<file path="src/rtl/odyssey_video_pkg.sv">
// Shared types and defaults for the Odyssey raster timing generator.
// Contents:
//   video_timing_t  - the four segment lengths of one raster axis
//   Vt*Default      - stock horizontal, 60 Hz and 50 Hz vertical timings
//   seg_total()     - total length of an axis (active + porches + sync)
package odyssey_video_pkg;

  typedef struct packed {
    int unsigned active;
    int unsigned fp;
    int unsigned sync;
    int unsigned bp;
  } video_timing_t;

  localparam video_timing_t VtHDefault   = '{active: 640, fp: 16, sync: 96, bp: 48};
  localparam video_timing_t VtV60Default = '{active: 240, fp: 3,  sync: 3,  bp: 16};
  localparam video_timing_t VtV50Default = '{active: 288, fp: 3,  sync: 3,  bp: 21};

  function automatic int unsigned seg_total(video_timing_t t);
    return t.active + t.fp + t.sync + t.bp;
  endfunction

endpackage

</file>
<file path="src/rtl/odyssey_ce_div.sv">
// Clock-enable divider: one-cycle enable every CLK_DIV system clocks.
// Ports:
//   clk     - system clock
//   reset   - synchronous, active-high
//   ce_next - enable that ce_pix will present after the next edge; lets a
//             consumer update its registers on the same edge ce_pix rises
//   ce_pix  - registered enable, high for one clk out of every CLK_DIV
module odyssey_ce_div #(
  parameter int unsigned CLK_DIV = 4
) (
  input  logic clk,
  input  logic reset,
  output logic ce_next,
  output logic ce_pix
);

  localparam int unsigned DivW = (CLK_DIV > 1) ? $clog2(CLK_DIV) : 1;
  localparam logic [DivW-1:0] DivLast = DivW'(CLK_DIV - 1);

  if (CLK_DIV == 0) begin : g_bad_clk_div
    $fatal(1, "odyssey_ce_div: CLK_DIV must be non-zero");
  end

  logic [DivW-1:0] div_q;
  logic            ce_q;

  assign ce_next = ~reset & (div_q == DivLast);
  assign ce_pix  = ce_q;

  always_ff @(posedge clk) begin
    if (reset) begin
      div_q <= '0;
      ce_q  <= 1'b0;
    end else begin
      div_q <= (div_q == DivLast) ? '0 : div_q + 1'b1;
      ce_q  <= ce_next;
    end
  end

endmodule

</file>
<file path="src/rtl/odyssey_video_timing.sv">
// Parametrised raster timing generator for the Odyssey core.
// Ports:
//   clk, reset             - system clock, synchronous active-high reset
//   mode50                 - 1 selects 50 Hz vertical timing, taken at frame wrap
//   ce_pix                 - pixel clock-enable
//   hsync, vsync           - active-high sync
//   hblank, vblank, de     - blanking (porches + sync) and data-enable
//   hcount, vcount         - beam position
//   new_line, new_frame    - pulse with the ce_pix entering h==0 / (0,0)
//   mode50_act             - vertical mode currently in effect
// All outputs except ce_pix are registered on the edge where ce_pix rises,
// decoded from the next-state counts so they line up with hcount/vcount.
module odyssey_video_timing
  import odyssey_video_pkg::*;
#(
  parameter int unsigned CLK_DIV     = 4,
  parameter int unsigned HW          = 10,
  parameter int unsigned VW          = 10,
  parameter int unsigned H_ACTIVE    = VtHDefault.active,
  parameter int unsigned H_FP        = VtHDefault.fp,
  parameter int unsigned H_SYNC      = VtHDefault.sync,
  parameter int unsigned H_BP        = VtHDefault.bp,
  parameter int unsigned V_ACTIVE    = VtV60Default.active,
  parameter int unsigned V_FP        = VtV60Default.fp,
  parameter int unsigned V_SYNC      = VtV60Default.sync,
  parameter int unsigned V_BP        = VtV60Default.bp,
  parameter int unsigned V_ACTIVE_50 = VtV50Default.active,
  parameter int unsigned V_BP_50     = VtV50Default.bp
) (
  input  logic          clk,
  input  logic          reset,
  input  logic          mode50,
  output logic          ce_pix,
  output logic          hsync,
  output logic          vsync,
  output logic          hblank,
  output logic          vblank,
  output logic          de,
  output logic [HW-1:0] hcount,
  output logic [VW-1:0] vcount,
  output logic          new_line,
  output logic          new_frame,
  output logic          mode50_act
);

  localparam video_timing_t HSeg   = '{active: H_ACTIVE, fp: H_FP, sync: H_SYNC, bp: H_BP};
  localparam video_timing_t V60Seg = '{active: V_ACTIVE, fp: V_FP, sync: V_SYNC, bp: V_BP};
  localparam video_timing_t V50Seg = '{active: V_ACTIVE_50, fp: V_FP, sync: V_SYNC, bp: V_BP_50};

  localparam int unsigned HTot   = seg_total(HSeg);
  localparam int unsigned VTot60 = seg_total(V60Seg);
  localparam int unsigned VTot50 = seg_total(V50Seg);

  if (64'(HTot) > (64'd1 << HW)) begin : g_bad_htot
    $fatal(1, "odyssey_video_timing: H total does not fit in HW bits");
  end
  if ((64'(VTot60) > (64'd1 << VW)) || (64'(VTot50) > (64'd1 << VW))) begin : g_bad_vtot
    $fatal(1, "odyssey_video_timing: V total does not fit in VW bits");
  end

  localparam logic [HW-1:0] HLast       = HW'(HTot - 1);
  localparam logic [HW-1:0] HActive     = HW'(H_ACTIVE);
  localparam logic [HW-1:0] HSyncStart  = HW'(H_ACTIVE + H_FP);
  localparam logic [HW-1:0] HSyncEnd    = HW'(H_ACTIVE + H_FP + H_SYNC);
  localparam logic [VW-1:0] V60Last     = VW'(VTot60 - 1);
  localparam logic [VW-1:0] V60Active   = VW'(V_ACTIVE);
  localparam logic [VW-1:0] V60SyncBeg  = VW'(V_ACTIVE + V_FP);
  localparam logic [VW-1:0] V60SyncEnd  = VW'(V_ACTIVE + V_FP + V_SYNC);
  localparam logic [VW-1:0] V50Last     = VW'(VTot50 - 1);
  localparam logic [VW-1:0] V50Active   = VW'(V_ACTIVE_50);
  localparam logic [VW-1:0] V50SyncBeg  = VW'(V_ACTIVE_50 + V_FP);
  localparam logic [VW-1:0] V50SyncEnd  = VW'(V_ACTIVE_50 + V_FP + V_SYNC);

  logic ce_next;

  odyssey_ce_div #(
    .CLK_DIV (CLK_DIV)
  ) u_ce_div (
    .clk     (clk),
    .reset   (reset),
    .ce_next (ce_next),
    .ce_pix  (ce_pix)
  );

  logic [HW-1:0] hcount_q, hcount_d;
  logic [VW-1:0] vcount_q, vcount_d;
  logic          mode50_act_q, mode50_act_d;
  logic          hsync_q, vsync_q, hblank_q, vblank_q, de_q, new_line_q, new_frame_q;
  logic          h_wrap, v_wrap;
  logic [VW-1:0] v_last, v_active, v_sync_beg, v_sync_end;

  always_comb begin
    h_wrap       = (hcount_q == HLast);
    // Frame length follows the mode latched at the previous wrap, so a
    // mid-frame mode50 change cannot stretch or cut the current frame.
    v_last       = mode50_act_q ? V50Last : V60Last;
    v_wrap       = h_wrap && (vcount_q == v_last);
    hcount_d     = h_wrap ? '0 : hcount_q + 1'b1;
    vcount_d     = v_wrap ? '0 : (h_wrap ? vcount_q + 1'b1 : vcount_q);
    mode50_act_d = v_wrap ? mode50 : mode50_act_q;
    // Decode uses the mode that will be in effect alongside vcount_d.
    v_active     = mode50_act_d ? V50Active  : V60Active;
    v_sync_beg   = mode50_act_d ? V50SyncBeg : V60SyncBeg;
    v_sync_end   = mode50_act_d ? V50SyncEnd : V60SyncEnd;
  end

  always_ff @(posedge clk) begin
    if (reset) begin
      hcount_q     <= HLast;
      vcount_q     <= mode50 ? V50Last : V60Last;
      mode50_act_q <= mode50;
      hblank_q     <= 1'b1;
      vblank_q     <= 1'b1;
      hsync_q      <= 1'b0;
      vsync_q      <= 1'b0;
      de_q         <= 1'b0;
      new_line_q   <= 1'b0;
      new_frame_q  <= 1'b0;
    end else if (ce_next) begin
      hcount_q     <= hcount_d;
      vcount_q     <= vcount_d;
      mode50_act_q <= mode50_act_d;
      hblank_q     <= (hcount_d >= HActive);
      hsync_q      <= (hcount_d >= HSyncStart) && (hcount_d < HSyncEnd);
      vblank_q     <= (vcount_d >= v_active);
      vsync_q      <= (vcount_d >= v_sync_beg) && (vcount_d < v_sync_end);
      de_q         <= (hcount_d < HActive) && (vcount_d < v_active);
      new_line_q   <= h_wrap;
      new_frame_q  <= v_wrap;
    end
  end

  assign hcount     = hcount_q;
  assign vcount     = vcount_q;
  assign mode50_act = mode50_act_q;
  assign hsync      = hsync_q;
  assign vsync      = vsync_q;
  assign hblank     = hblank_q;
  assign vblank     = vblank_q;
  assign de         = de_q;
  assign new_line   = new_line_q;
  assign new_frame  = new_frame_q;

endmodule
</file>
<file path="config.mk">
export PLATFORM = sky130hd
export DESIGN_NAME = odyssey_video_timing
export DESIGN_NICKNAME = d
export VERILOG_FILES = /design/src/rtl/odyssey_video_pkg.sv /design/src/rtl/odyssey_ce_div.sv /design/src/rtl/odyssey_video_timing.sv
export SDC_FILE = /design/constraint.sdc
export NUM_CORES = 1
export LEC_CHECK = 0
export CAP_MARGIN = 30
export CORE_MARGIN = 1
export CORE_UTILIZATION = 53
export DETAILED_ROUTE_END_ITERATION = 10
export GPL_TIMING_DRIVEN = 0
export HOLD_SLACK_MARGIN = 0.05
export PLACE_DENSITY = 0.83
export SKIP_LAST_GASP = 1
export SYNTH_ARGS = -nofsm -noshare
export SYNTH_HDL_FRONTEND = slang
export SYNTH_SLANG_ARGS = --single-unit
</file>
<file path="constraint.sdc">
create_clock -name clk -period 4.25 [get_ports clk]
set_input_delay 0.425 -clock clk [delete_from_list [all_inputs] [get_ports clk]]
set_output_delay 0.425 -clock clk [all_outputs]
set_load 0.05 [all_outputs]
</file>
==> results.json, run 1 <==
{
  "status": "completed",
  "synthCells": 214,
  "cts_hold_buf": 0,
  "p_switching_uw": 363,
  "drive_gt1_share_pct": 11.9,
  "fmax_ghz": 0.273,
  "met2_usage_pct": 39.9,
  "post-cts-setup-buffer-count": 0,
  "ys_warn_count": 0,
  "coreArea_sq_mm": 0.00344,
  "final_nets": 263,
  "dieArea_sq_mm": 0.00394,
  "routed_wl_um": 4740,
  "htree_num_levels": 2,
  "ys_ff_latch": 31,
  "clock_power_share_pct": 28.2,
  "worst-r2r-setup-slack_ns": 0.59,
  "clockRootBuffer": "clkbuf_8",
  "final_area_sq_mm": 0.00244,
  "diodes": 0,
  "finalHoldViolCount": 0,
  "swShare_pct": 36.5,
  "worstPathArrival_ns": 3.84,
  "p_seq_share_pct": 36.2,
  "setup_viol": 0,
  "finalClockSkew_ns": 0.00916,
  "synth_edf_count": 11,
  "worstMarginPinSlew_ns": 0.826,
  "rsz0062_at_grt": "false",
  "leakagePower_nw": 0.946,
  "syn_to_final_growth_pct": 24.6,
  "fp.dieW_um": 62.7,
  "ant_nets": 0,
  "clk_latency_ns": 0.29,
  "synthFlopType": "dfxtp_1",
  "fin_crit_sh_pct": 86.1,
  "maxSlewViolCount": 0,
  "cts_buffers": 5,
  "cp-end-kind": "flip-flop",
  "path_class": "flip-flop to flip-flop",
  "use_met3_pct": 6.20,
  "grt-ovfl-total": 0,
  "wl_per_cell_um": 15.8,
  "worst_setup_path_start_kind": "flip-flop",
  "placed_area_sq_mm": 0.00232,
  "worst-path-max-fanout": 10,
  "clockBufferDepth": 2,
  "vdd_ir_drop_max_v": 0.000330,
  "grt_start_max_net_pins": 17,
  "rows": 21,
  "power_density_mw_per_mm2": 408,
  "gp_congestion": 0.876,
  "drc": 0,
  "path_clk_slew_ns": 0.07,
  "grt_pass1_vias": 1628,
  "fin_crit_ns": 3.66,
  "synth_cell_type_count": 54,
  "hold_path_class": "flip-flop to flip-flop",
  "maxSlewHeadroom_pct": 44.4,
  "synth.net_count": 225,
  "vias_per_cell": 5.98,
  "yosysSeqAreaShare_pct": 37.4,
  "ctsResizeCount": 0,
  "port_buffers": 31,
  "track_usage_pct": 26.8,
  "cell_internal_pwr_uw": 630,
  "cp.required_ns": 4.43,
  "syn_avg_cell_area_sq_um": 9.14,
  "start_util_pct": 56.8,
  "pwr-share-comb_pct": 35.6,
  "drt_pass1_iterations": 5,
  "clock_sinks": 31,
  "grt.met1_usage_pct": 36.8,
  "synthArstFlopShare_pct": 0,
  "dieHeight_um": 62.7,
  "drv_cap": 0,
  "grt_pass1_wl_um": 7980,
  "antenna_found_initial": 0,
  "setup_tns_ns": 0,
  "cts_tree": "done",
  "syn_area_sq_mm": 0.00196,
  "drt_iter0_drc": 137,
  "vias": 1789,
  "io_pins": 32,
  "hpwl_um": 3350,
  "gr-max-usage-layer": "met2"
}
-- worst max-delay path: stages, from the launching register on --
cell and delay (ns):
dfxtp_1 0.42, ha_1 0.18, buf_4 0.17, nand4_4 0.21, nor3_4 0.50, and4b_1 0.26, buf_4 0.15, mux2_2 0.39
ha_1 0.32, a21o_1 0.20, a21oi_1 0.18, nand3_1 0.13, a2111o_1 0.42
-- per-layer routing --
metal	up-vias	wire length, um
li1	863	-
met1	848	2170
met2	70	2150
met3	8	316
met4	0	98
met5	-	0
-- cells in the final DEF, fill, tap and decap left out, types with 3 or more instances in the layout --
cell type        Yosys  final
clkdlybuf4s50_1      0     31
dfxtp_1             20     20
o21ai_0             17     17
nand2_1             15     15
nor2_1              12     12
edfxtp_1            11     11
nand3_1             10     10
a21oi_1             10     10
ha_1                 8      8
xor2_1               7      7
nor2b_1              7      7
xnor2_1              6      6
nor4_1               6      6
nand2b_1             6      6
clkbuf_8             0      6
or2_2                5      5
nand4_1              4      4
inv_1                4      4
o21a_1               4      4
a31oi_1              4      4
nor3_1               4      4
buf_4                3      3
buf_2                3      3
clkbuf_1             3      3
and3_1               3      3
and2_1               3      3
a21o_1               3      3
-- per-stage QoR --
stage	util (%)	power [mW]	setup slack, ns	cells	hold WS (ns)
floorplan	-	0.620	0.620	214	0.399
global placement	67.5	0.706	0.646	291	0.413
detailed placement	67.5	0.713	0.632	291	0.412
CTS	70.8	0.991	0.620	299	0.422
global route	70.8	1.04	0.413	299	0.454
finish	70.8	0.993	0.593	299	0.419
-- cells by family after synthesis --
kind of cell | after synthesis | synth area share (%)
flip-flops | 31 | 37.4
XOR/XNOR | 13 | 5.82
AO/OA/AOI/OAI | 52 | 17.1
multiplexers | 3 | 1.60
buffers and inverters | 16 | 4.35
AND/OR/NAND/NOR | 91 | 28.7
adder cells (fa/ha/maj) | 8 | 5.12
-- final cells by class --
cell class                      instances  area [sq um]
Sequential cell                        31           731
Clock inverter                          1          5.00
Fill cell                             268          1010
Clock buffer                            7           108
Inverter                                4          15.0
Timing Repair Buffer                   31           310
Buffer                                 12          70.1
Multi-Input combinational cell        167          1140
Tap cell                               46          57.6
-- cell usage after synthesis, types with 3 or more instances --
cell type | count | area, sq um
xnor2_1 | 6 | 52.6
buf_2 | 3 | 15.0
and3_1 | 3 | 18.8
xor2_1 | 7 | 61.3
nor2_1 | 12 | 45.0
nor2b_1 | 7 | 43.8
edfxtp_1 | 11 | 330
dfxtp_1 | 20 | 400
a21o_1 | 3 | 22.5
clkbuf_1 | 3 | 11.3
and2_1 | 3 | 18.8
a31oi_1 | 4 | 25.0
a21oi_1 | 10 | 50.1
o21ai_0 | 17 | 85.1
nand2_1 | 15 | 56.3
nor3_1 | 4 | 20.0
buf_4 | 3 | 22.5
nand3_1 | 10 | 50.1
nand2b_1 | 6 | 37.5
ha_1 | 8 | 100
nor4_1 | 6 | 37.5
o21a_1 | 4 | 30.0
or2_2 | 5 | 31.3
nand4_1 | 4 | 25.0
inv_1 | 4 | 15.0
-- final timing paths --
check,startpoint,endpoint,cells after the start
setup / recovery,hcount[0],vblank,12
hold / removal,u_ce_div.div_q[0],u_ce_div.div_q[0],1
setup reg to reg,hcount[0],vblank,12
hold reg to reg,u_ce_div.div_q[0],u_ce_div.div_q[0],1
-- power by group through the flow --
stage | clock (mW) | sequential, mW | combinational [mW]
2_1_floorplan | 0 | 0.432 | 0.188
3_3_place_gp | 0 | 0.364 | 0.342
3_5_place_dp | 0 | 0.366 | 0.348
4_1_cts | 0.282 | 0.359 | 0.350
5_1_grt | 0.295 | 0.363 | 0.385
6_report | 0.279 | 0.360 | 0.354
Note: power is estimated with default switching activity, not from simulation.
==> run 2: changes to the inputs <==
--- a/config.mk
+++ b/config.mk
@@ -6,7 +6,6 @@
 export NUM_CORES = 1
 export LEC_CHECK = 0
 export CAP_MARGIN = 30
-export CORE_MARGIN = 1
 export CORE_UTILIZATION = 53
 export DETAILED_ROUTE_END_ITERATION = 10
 export GPL_TIMING_DRIVEN = 0
==> results of run 2 <==
Same layout as run 1: the final DEF is identical, and so are final timing and power.
==> run 3: changes to the inputs <==
--- a/config.mk
+++ b/config.mk
@@ -6,11 +6,12 @@
 export NUM_CORES = 1
 export LEC_CHECK = 0
 export CAP_MARGIN = 30
-export CORE_UTILIZATION = 53
+export CORE_UTILIZATION = 55
+export CTS_BUF_LIST = sky130_fd_sc_hd__clkbuf_4
 export DETAILED_ROUTE_END_ITERATION = 10
 export GPL_TIMING_DRIVEN = 0
 export HOLD_SLACK_MARGIN = 0.05
-export PLACE_DENSITY = 0.83
+export PLACE_DENSITY = 0.86
 export SKIP_LAST_GASP = 1
 export SYNTH_ARGS = -nofsm -noshare
 export SYNTH_HDL_FRONTEND = slang
==> constraint.sdc (replaced) <==
create_clock -name clk -period 4.25 [get_ports clk]
set_input_delay 0.85 -clock clk [delete_from_list [all_inputs] [get_ports clk]]
set_output_delay 0.85 -clock clk [all_outputs]
set_load 0.05 [all_outputs]
==> run 3 against run 2 <==
Compared with the run above: register-to-register slack worse by 0.06 ns; routed wire length down 2.1%; global-route usage up 0.57 points; critical path depth unchanged; cell count unchanged; clock power down 18%; worst hold slack better by 0.0090 ns; clock skew up 0.0055 ns; via count down 0.84%; utilization up 0.58 points; power down 5.4%.
==> results.json, run 3 (same netlist as run 1, synthesis figures left out) <==
{
  "cts_hold_buf": 0,
  "track_usage_pct": 27.4,
  "diodes": 0,
  "wl_per_cell_um": 15.5,
  "start_util_pct": 58.1,
  "ant_nets": 0,
  "most-common-layout-cells": "clkdlybuf4s50_1 (31), dfxtp_1 (20), o21ai_0 (17)",
  "drt_iter0_drc": 87,
  "grt-ovfl-total": 0,
  "drc": 0,
  "hold_path_class": "flip-flop to flip-flop",
  "placedCellCount": 291,
  "gp_congestion": 0.880,
  "multi_input_area_sq_mm": 0.00114,
  "grt_pass1_wl_um": 7400,
  "dieArea_sq_mm": 0.00380,
  "worst_setup_path_start_kind": "flip-flop",
  "drive_gt1_share_pct": 11.5,
  "path_clk_slew_ns": 0.10,
  "clock_sinks": 31,
  "maxSlewViolCount": 0,
  "vias_per_cell": 5.93,
  "fin_crit_sh_pct": 87.6,
  "path_class": "flip-flop to flip-flop",
  "io_pins": 32,
  "worst-path-max-fanout": 10,
  "fmax_ghz": 0.269,
  "power_density_mw_per_mm2": 392,
  "vias": 1774,
  "finalClockSkew_ns": 0.0146,
  "layout_commonest_cell": "clkdlybuf4s50_1",
  "status": "completed",
  "leakagePower_nw": 0.929,
  "clk_latency_ns": 0.35,
  "cts_tree": "done",
  "maxSlewHeadroom_pct": 48.0,
  "setup_tns_ns": 0,
  "fp.dieW_um": 61.6,
  "worstPathArrival_ns": 3.95,
  "ctsResizeCount": 0,
  "worstMarginPinSlew_ns": 0.772,
  "grt_pass1_vias": 1598,
  "syn_to_final_growth_pct": 22.7,
  "n_fill_cell": 288,
  "dieHeight_um": 61.6,
  "seqCellArea_sq_um": 731,
  "grt_start_max_net_pins": 17,
  "antenna_found_initial": 0,
  "hpwl_um": 3380,
  "finalHoldViolCount": 0,
  "cp.required_ns": 4.47,
  "cts_buffers": 5,
  "htree_num_levels": 2,
  "post-cts-setup-buffer-count": 0,
  "fin_crit_ns": 3.72,
  "clockBufferDepth": 2,
  "port_buffers": 31,
  "vdd_ir_drop_max_v": 0.000226,
  "rows": 21,
  "coreArea_sq_mm": 0.00336,
  "drv_cap": 0,
  "routed_wl_um": 4640,
  "clockRootBuffer": "clkbuf_4",
  "rsz0062_at_grt": "false",
  "final_nets": 263,
  "final_cells": 299,
  "setup_viol": 0,
  "drt_pass1_iterations": 4,
  "cp-end-kind": "flip-flop"
}
==> run 3: cell types whose count changed in the layout (fill, tap and decap cells not counted), sizes merged <==
cell	change
clkinv	+1
bufinv	+1
clkbuf	-2
==> run 3: cell type report <==
type | instances | area share [%]
tap | 46 | 2.40
timing repair buffer | 31 | 12.9
clock buffer | 5 | 1.56
inverter | 4 | 0.626
clock inverter | 3 | 1.62
multi-input combinational | 167 | 47.5
buffer | 12 | 2.92
sequential | 31 | 30.4
==> run 3: path summary, 6_finish.rpt <==
| kind | from | endpoint | slack (ns) | cells past startpoint |
|---|---|---|---|---|
| worst max-delay path | hcount[0] | vblank | 0.53 | 12 |
| worst min register to register | u_ce_div.div_q[0] | u_ce_div.div_q[0] | 0.43 | 1 |
| worst max register to register | hcount[0] | vblank | 0.53 | 12 |
| worst min-delay path | u_ce_div.div_q[0] | u_ce_div.div_q[0] | 0.43 | 1 |
==> run 3: routing by layer <==
| layer | vias to the layer above | GRT usage (%) | wire [um] | share of wire (%) |
|---|---|---|---|---|
| li1 | 871 | - | - | - |
| met1 | 835 | 36.7 | 2150 | 46 |
| met2 | 60 | 43.2 | 2180 | 47 |
| met3 | 8 | 4.83 | 244 | 5.3 |
| met4 | 0 | 12.1 | 71 | 1.5 |
| met5 | - | 0 | 0 | 0 |
==> run 3: through the flow <==
step	cell area (sq um)	util (%)	hold WS (ns)	setup slack (ns)	power, mW
5_1_grt	2400	71.4	0.442	0.374	0.987
4_1_cts	2400	71.4	0.431	0.587	0.938
3_3_place_gp	2320	69.1	0.413	0.662	0.704
3_5_place_dp	2320	69.1	0.416	0.618	0.713
2_1_floorplan	1960	-	0.399	0.620	0.620
6_report	2400	71.4	0.428	0.529	0.940
==> run 3: worst max-delay path, cell delays in order (launching register included) <==
cell and delay [ns]:
dfxtp_1 0.45, ha_1 0.18, buf_4 0.16, nand4_4 0.22, nor3_4 0.52, and4b_1 0.26
buf_4 0.16, mux2_2 0.39, ha_1 0.33, a21o_1 0.18, a21oi_1 0.20, nand3_1 0.12
a2111o_1 0.42
==> run 3: report_power, final <==
group | internal [mW] | switching, mW
Sequential | 0.335 | 0.0242
Clock | 0.121 | 0.107
Combinational | 0.129 | 0.223
Total | 0.585 | 0.354
